$ cat config.mk
export PLATFORM = sky130hd
export DESIGN_NAME = fde_sequencer
export DESIGN_NICKNAME = d
export VERILOG_FILES = /design/src/rtl/fde_sequencer_pkg.sv /design/src/rtl/fde_sequencer_pc_reg.sv /design/src/rtl/fde_sequencer.sv
export SDC_FILE = /design/constraint.sdc
export NUM_CORES = 1
export LEC_CHECK = 0
export ABC_CLOCK_PERIOD_IN_PS = 3700
export CAP_MARGIN = 20
export CORE_AREA = 2 2 45 47
export CTS_CLUSTER_DIAMETER = 80
export DETAILED_ROUTE_END_ITERATION = 16
export DIE_AREA = 0 0 47 49
export PLACE_DENSITY_LB_ADDON = 0.2
export SYNTH_ARGS = -nofsm -noshare
export SYNTH_HDL_FRONTEND = slang
export SYNTH_SLANG_ARGS = --single-unit
$ cat constraint.sdc
create_clock -name clk -period 3.7 [get_ports clk]
set_clock_uncertainty 0.2 [all_clocks]
set_input_delay 0.37 -clock clk [delete_from_list [all_inputs] [get_ports clk]]
set_output_delay 0.37 -clock clk [all_outputs]
set_load 0.01 [all_outputs]
$ cat src/rtl/fde_sequencer_pkg.sv
// fde_sequencer_pkg
// Shared definitions for the fetch/decode/execute sequencer: the sequencer
// state encoding and the default program-counter width and reset address.
// No ports; imported by fde_sequencer and fde_sequencer_pc_reg.
package fde_sequencer_pkg;

    localparam int unsigned PC_W_DEF     = 4;
    localparam int unsigned RESET_PC_DEF = 0;

    typedef enum logic [2:0] {
        S_IDLE    = 3'd0,
        S_FETCH   = 3'd1,
        S_DECODE  = 3'd2,
        S_EXECUTE = 3'd3,
        S_HALT    = 3'd4
    } state_e;

endpackage

$ cat src/rtl/fde_sequencer_pc_reg.sv
// fde_sequencer_pc_reg
// Program-counter register. Load takes priority over increment; increment
// wraps modulo 2^PC_W.
// Ports:
//   clk    in   clock, rising edge
//   reset  in   asynchronous active-low reset, loads RESET_PC
//   ld_i   in   load tgt_i this cycle
//   inc_i  in   increment this cycle (ignored when ld_i is high)
//   tgt_i  in   load value
//   pc_o   out  current program counter
module fde_sequencer_pc_reg
    import fde_sequencer_pkg::*;
#(
    parameter int unsigned     PC_W     = PC_W_DEF,
    parameter logic [PC_W-1:0] RESET_PC = PC_W'(RESET_PC_DEF)
) (
    input  logic            clk,
    input  logic            reset,
    input  logic            ld_i,
    input  logic            inc_i,
    input  logic [PC_W-1:0] tgt_i,
    output logic [PC_W-1:0] pc_o
);

    logic [PC_W-1:0] pc_q;
    logic [PC_W-1:0] pc_d;

    always_comb begin
        pc_d = pc_q;
        if (ld_i) begin
            pc_d = tgt_i;
        end else if (inc_i) begin
            pc_d = pc_q + PC_W'(1);
        end
    end

    always_ff @(posedge clk or negedge reset) begin
        if (!reset) begin
            pc_q <= RESET_PC;
        end else begin
            pc_q <= pc_d;
        end
    end

    assign pc_o = pc_q;

endmodule

$ cat src/rtl/fde_sequencer.sv
// fde_sequencer
// Instruction sequencer stepping IDLE -> FETCH -> DECODE -> EXECUTE, with a
// sticky HALT state, single-step mode and branch/increment PC update.
// Ports:
//   clk          in   clock, rising edge
//   reset        in   asynchronous active-low reset
//   run          in   level: continuous execution request
//   step         in   pulse: execute one instruction from IDLE
//   halt_req     in   level: stop at the next EXECUTE boundary
//   imem_ready   in   instruction word for pc is available
//   is_halt      in   decoded HLT, looked at only in DECODE
//   br_taken     in   branch taken, looked at only in EXECUTE
//   br_target    in   branch destination, used with br_taken
//   pc           out  current instruction address
//   fetch_en     out  high in FETCH
//   decode_en    out  high in DECODE
//   exec_en      out  high in EXECUTE
//   busy         out  high in FETCH, DECODE or EXECUTE
//   halted       out  high in HALT
//   stall        out  high in FETCH while imem_ready is low
//   state_dbg_o  out  current state, for observation
//
// Handshake: imem_ready is the only flow control. FETCH waits, with pc
// stable, for the cycle in which imem_ready is high and leaves on that edge;
// there is no back-pressure toward the instruction memory.
module fde_sequencer
    import fde_sequencer_pkg::*;
#(
    parameter int unsigned     PC_W     = PC_W_DEF,
    parameter logic [PC_W-1:0] RESET_PC = PC_W'(RESET_PC_DEF)
) (
    input  logic            clk,
    input  logic            reset,
    input  logic            run,
    input  logic            step,
    input  logic            halt_req,
    input  logic            imem_ready,
    input  logic            is_halt,
    input  logic            br_taken,
    input  logic [PC_W-1:0] br_target,
    output logic [PC_W-1:0] pc,
    output logic            fetch_en,
    output logic            decode_en,
    output logic            exec_en,
    output logic            busy,
    output logic            halted,
    output logic            stall,
    output state_e          state_dbg_o
);

    state_e          state_q, state_d;
    logic            step_mode_q, step_mode_d;
    logic            run_q;
    logic            pc_ld;
    logic            pc_inc;
    logic [PC_W-1:0] pc_tgt;

    always_comb begin
        state_d     = state_q;
        step_mode_d = step_mode_q;
        pc_ld       = 1'b0;
        pc_inc      = 1'b0;
        pc_tgt      = br_target;
        unique case (state_q)
            S_IDLE: begin
                // run wins over a simultaneous step: no single-step latch.
                if (run) begin
                    state_d     = S_FETCH;
                    step_mode_d = 1'b0;
                end else if (step) begin
                    state_d     = S_FETCH;
                    step_mode_d = 1'b1;
                end
            end
            S_FETCH: begin
                if (imem_ready) begin
                    state_d = S_DECODE;
                end
            end
            S_DECODE: begin
                state_d = is_halt ? S_HALT : S_EXECUTE;
            end
            S_EXECUTE: begin
                pc_ld       = br_taken;
                pc_inc      = !br_taken;
                step_mode_d = 1'b0;
                if (step_mode_q || halt_req || !run) begin
                    state_d = S_IDLE;
                end else begin
                    state_d = S_FETCH;
                end
            end
            S_HALT: begin
                // Only a fresh rising edge of run restarts; a held run does not.
                if (run && !run_q) begin
                    state_d = S_FETCH;
                    pc_ld   = 1'b1;
                    pc_tgt  = RESET_PC;
                end
            end
            default: begin
                state_d     = S_IDLE;
                step_mode_d = 1'b0;
            end
        endcase
    end

    always_ff @(posedge clk or negedge reset) begin
        if (!reset) begin
            state_q     <= S_IDLE;
            step_mode_q <= 1'b0;
            run_q       <= 1'b0;
        end else begin
            state_q     <= state_d;
            step_mode_q <= step_mode_d;
            run_q       <= run;
        end
    end

    fde_sequencer_pc_reg #(
        .PC_W     (PC_W),
        .RESET_PC (RESET_PC)
    ) u_pc_reg (
        .clk   (clk),
        .reset (reset),
        .ld_i  (pc_ld),
        .inc_i (pc_inc),
        .tgt_i (pc_tgt),
        .pc_o  (pc)
    );

    assign fetch_en    = (state_q == S_FETCH);
    assign decode_en   = (state_q == S_DECODE);
    assign exec_en     = (state_q == S_EXECUTE);
    assign busy        = fetch_en || decode_en || exec_en;
    assign halted      = (state_q == S_HALT);
    assign stall       = fetch_en && !imem_ready;
    assign state_dbg_o = state_q;

endmodule

## After elaboration in Yosys (flattened, before gate mapping)

Index checks and enable logic that the tools add are counted.

| storage, ports and cells | value |
|---|---|
| input port bits | 12 |
| bits in registers | 9 |

| cells by class | value |
|---|---|
| add/subtract/negate cells | 1 |
| bitwise operators | 1 |
| mux-type cells | 17 |
| eq/ne operators | 7 |
| reduce and logical (&&, ||, !) cells | 15 |

Operator list:

| kind | number |
|---|---|
| $mux W4 | 4 |
| $mux W3 | 5 |
| $pmux W3 S5 | 1 |
| $eq A3 B2 Y1 const B | 2 |
| $mux W1 | 5 |
| $add A4 B1 Y4 const B | 1 |
| $logic_not A1 Y1 | 4 |
| $logic_or A1 B1 Y1 | 4 |
| $pmux W1 S2 | 2 |
| $eq A3 B1 Y1 const B | 1 |
| $eq A3 B3 Y1 const B | 1 |
| $logic_not A3 Y1 | 1 |
| $ne A3 B3 Y1 const B | 1 |
| $reduce_and A3 Y1 | 1 |
| $reduce_or A3 Y1 | 1 |
| $logic_and A1 B1 Y1 | 2 |
| $ne A2 B1 Y1 const B | 1 |
| $ne A2 B2 Y1 const B | 1 |
| $reduce_and A2 Y1 | 1 |
| $reduce_bool A2 Y1 | 1 |
| $not A1 Y1 | 1 |

## Logic depth before layout (Yosys ltp)

| depth | value |
|---|---|
| depth after elaboration | 5 |
| depth in mapped cells | 4 |
| mapped depth without buffers | 4 |

## Cells and area by module

A second synthesis with hierarchy kept.

| second synthesis, totals | value |
|---|---|
| cell total of the unflattened synthesis | 61 |
| area total of the unflattened synthesis | 591.8 um2 |

By module, submodules not included:

| module | area an instance (um2) | sequential area each (um2) | instances | cells each |
|---|---|---|---|---|
| fde_sequencer | 389.1 | 125.1 | 1 | 43 |
| fde_sequencer_pc_reg | 202.7 | 100.1 | 1 | 18 |

## Worst setup path before layout

No wires, ideal clock.

| path | value |
|---|---|
| path kind | reg-to-output |
| from | register state_q[1] (netlist: state_dbg_o[1]) |
| to | output stall |
| stages on the path, launching flop included | 4 |
| data arrival time | 1.148 ns |
| setup slack | 1.982 ns |
| cells stage by stage | dfrtp_1 buf_4 nor3b_2 nor2b_1 |

| between the ends | value |
|---|---|
| longest elaborated chain between the ends | 2 |

RTL lines:

| item | line | source |
|---|---|---|
| start: declaration | fde_sequencer.sv:51 | `state_e state_q, state_d;` |
| start signal: assignment | fde_sequencer.sv:114 | `state_q <= state_d;` |
| $eq A3 B1 Y1 | fde_sequencer.sv:132 | `assign fetch_en = (state_q == S_FETCH);` |
| net fetch_en | fde_sequencer.sv:42 | `output logic fetch_en,` |
| $logic_and A1 B1 Y1 | fde_sequencer.sv:137 | `assign stall = fetch_en && !imem_ready;` |
| end: declaration | fde_sequencer.sv:47 | `output logic stall,` |

The timed path passes the listed nets, and every way through them passes these cells.

## Final worst setup path

| path | value |
|---|---|
| from | register state_q[2] (netlist: state_dbg_o[2]) |
| to | output halted |

| between the ends | value |
|---|---|
| longest elaborated chain between the ends | 1 |

RTL lines:

| item | line | source |
|---|---|---|
| $eq A3 B3 Y1 | fde_sequencer.sv:136 | `assign halted = (state_q == S_HALT);` |
| end: declaration | fde_sequencer.sv:46 | `output logic halted,` |

No other way between the ends.

==> impl_results.md <==
* Tightest Hold Check Type: in2async
* # setup viols final at 0
* Number of global-route vias before repair at around 540
* DRC at 0
* Buffers added on ports at 24
* Slowest CP cell: dfrtp_1
* Max IR drop VDD at 0.000318 V
* CTS buffer count at 3
* Met1 global-route usage at about 16%
* RSZ-0062 raised after global routing: no
* Synth top area share at roughly two fifths
* Die area at 2300 sq um
* Area grow syn2layout at 46.7%
* Largest delay share family, worst path: buffers and inverters
* Vias at 563
* Max-Cap Viols at 0
* Busiest grt layer: met2
* Antenna Cells at 0
* Count of pins over their slew limit at 0
* Mapped Area at 592 sq um
* Fin Setup TNS at 0 ps
* Drt wl/cell at roughly 12 microns
* Total global-route track usage at 14.2%
* Clock buffer depth at 2
* Final Hold Viols at 0
* Startpoint type of the worst setup path: register
* Buf/Inv on CP at 2
* Chip width at 47 microns
* Syn Nets at approximately 80
* Critical path peak fanout at 14
* Root buffer cell: clkbuf_4
* Starting Density at 32.1%
* Gate Count Post-Synth at 65
* H-tree levels at 1
* First-pass GRT wire length at 2.31 mm
* Post-Route WL at around 1.4 mm
* Cells after DPL at 112
* Sequential area share after synthesis at 38.1%
* Gpl congestion at between 0.7 and 0.8
* Final nets at around 100
* Warnings, synthesis at 0
* Share of cells above drive strength 1 at 7.87%
* Arrival @ worst endpoint at 1930 ps
* CP Capture Type: output port
* Yosys cell types at 31
* CTS tree: yes
* Pleak at 0.352 nW
* Clock sinks at 9
* Slowest stage delay, CP at about 590 ps
* Post-route ant nets at 0
* Ys async rst share at 100%
* Final Cycle Share at 67.5%
* GRT overflow at 0
* # rows at 16
* # fillers at 194
* Largest cells by area after synthesis: dfrtp_1, mux2i_1, or3b_1, nor3b_2, a21oi_1
* HPWL Detailed at 992 microns
* Top_reg_cell synth: dfrtp_1
* Minimum clock period at roughly 2500 ps
* Crit-path cells: or3b_1 -> inv_1 -> clkdlybuf4s50_1
* Hold_buf cts at 0
* PwrDens at 723 nW/um^2
* Fmax at roughly 400 MHz
* Worst path required time at 3130 ps
* Non-filler cells in the finished layout at roughly 120
* Post-synth top area cell: dfrtp_1
* Flops & latches, synth at 9
* Count leader, synth: dfrtp_1
* Mean post-synth cell area at 9.10 sq um
* Status: completed
* Met2 usage at 21.9%
* DRT Pass-1 Iters at 4
* Initial antenna violation count at 0
* Final core occ at 47.1%
* Largest net degree at the start of global routing at 16
* Io pins at 25
* CTS resizes at 0
* Die Ht at 49 microns
* GR Util met3 at 7.04%
* Worst-margin pin slew at 433 ps
* Post-synth top cells: dfrtp_1, nor2_1, a21oi_1, nand2_1
* Max_slew headroom at 71.0%
* Clock slew at reported path FFs at 60 ps
* Skew-Pair Late Insertion Delay at 260 ps
* CP Class: reg2out
* Count of flip-flops with a built-in enable after synthesis at 0
* # Post-CTS Setup Buffers at 0
* Iter 0 DRT Violations at 12
* Vias per cell at 4.85
* Core Box Area at 1840 sq um
==> worst paths after layout <==
kind | from | to | slack (ps) | cells after the start
setup / recovery | state_dbg_o[2] | halted | 1200 | 3
hold / removal | reset | u_pc_reg.pc_o[0] | 210 | 1
min in group clk | step_mode_q | step_mode_q | 350 | 2
max in group asynchronous | reset | state_dbg_o[0] | 2790 | 1
setup reg to reg | state_dbg_o[2] | u_pc_reg.pc_o[3] | 2030 | 3
hold reg to reg | step_mode_q | step_mode_q | 350 | 2
==> where the power goes <==
group / switching, mW / leakage [nW] / internal, mW
clock: 0.0349 / 0.0150 / 0.0416
combinational: 0.132 / 0.228 / 0.206
sequential: 0.0750 / 0.110 / 0.138
==> flip-flops by register name, indices dropped and copies added (netlist names) <==
signal and flops:
step_mode_q 1, run_q 1, state_dbg_o 3, u_pc_reg.pc_o 4
==> routing by layer <==
layer | vias to the layer above | part of all wire (%)
li1 | 285 | -
met1 | 250 | 42
met2 | 26 | 48
met3 | 2 | 8.6
met4 | 0 | 1.0
met5 | - | 0
==> through the flow <==
step / hold WS, ps / total power, mW / setup WS (ps) / cell area, sq um
final: 215 / 0.628 / 1200 / 868
after CTS: 220 / 0.639 / 1180 / 868
after floorplan: -126 / 0.397 / 1980 / 592
after global routing: 235 / 0.686 / 1090 / 868
after detailed placement: 329 / 0.554 / 1490 / 842
after global placement: 335 / 0.555 / 1510 / 842
==> cells by family (layout without fill, tap and decap cells) <==
kind of cell | after synthesis | after routing | share of synthesized area, %
AOI/OAI and AO/OA | 16 | 16 | 17.1
adders and majority gates | 1 | 1 | 2.11
buffers and inverters | 6 | 30 | 5.28
DFF | 9 | 9 | 38.1
muxes | 3 | 3 | 5.07
and+or+nand+nor | 30 | 30 | 32.3
==> final cells by class <==
cell class              instances  area, sq um  area share, %
multi-input cells              50          335           38.6
repair buffers                 24          240           27.7
flip-flops and latches          9          225           25.9
well taps                      27         33.8           3.89
clock buffers                   4         26.3           3.03
inverters                       2         7.51          0.865
==> cell usage in the layout (no fill, tap or decap), drive strengths merged <==
cell / n
nand2b: 3
mux2i: 3
nor2: 6
clkbuf: 4
inv: 1
a2bb2oi: 1
nand3b: 2
nor4bb: 1
a21oi: 4
nand2: 4
clkinv: 1
or3b: 3
o31ai: 1
and2: 2
a31oi: 1
a211o: 1
o21bai: 1
nor3b: 3
o22ai: 3
a22o: 1
o21ai: 3
clkdlybuf4s50: 24
nor3: 2
ha: 1
nand3: 3
nor2b: 1
dfrtp: 9
(Power assumes the default switching activity.)
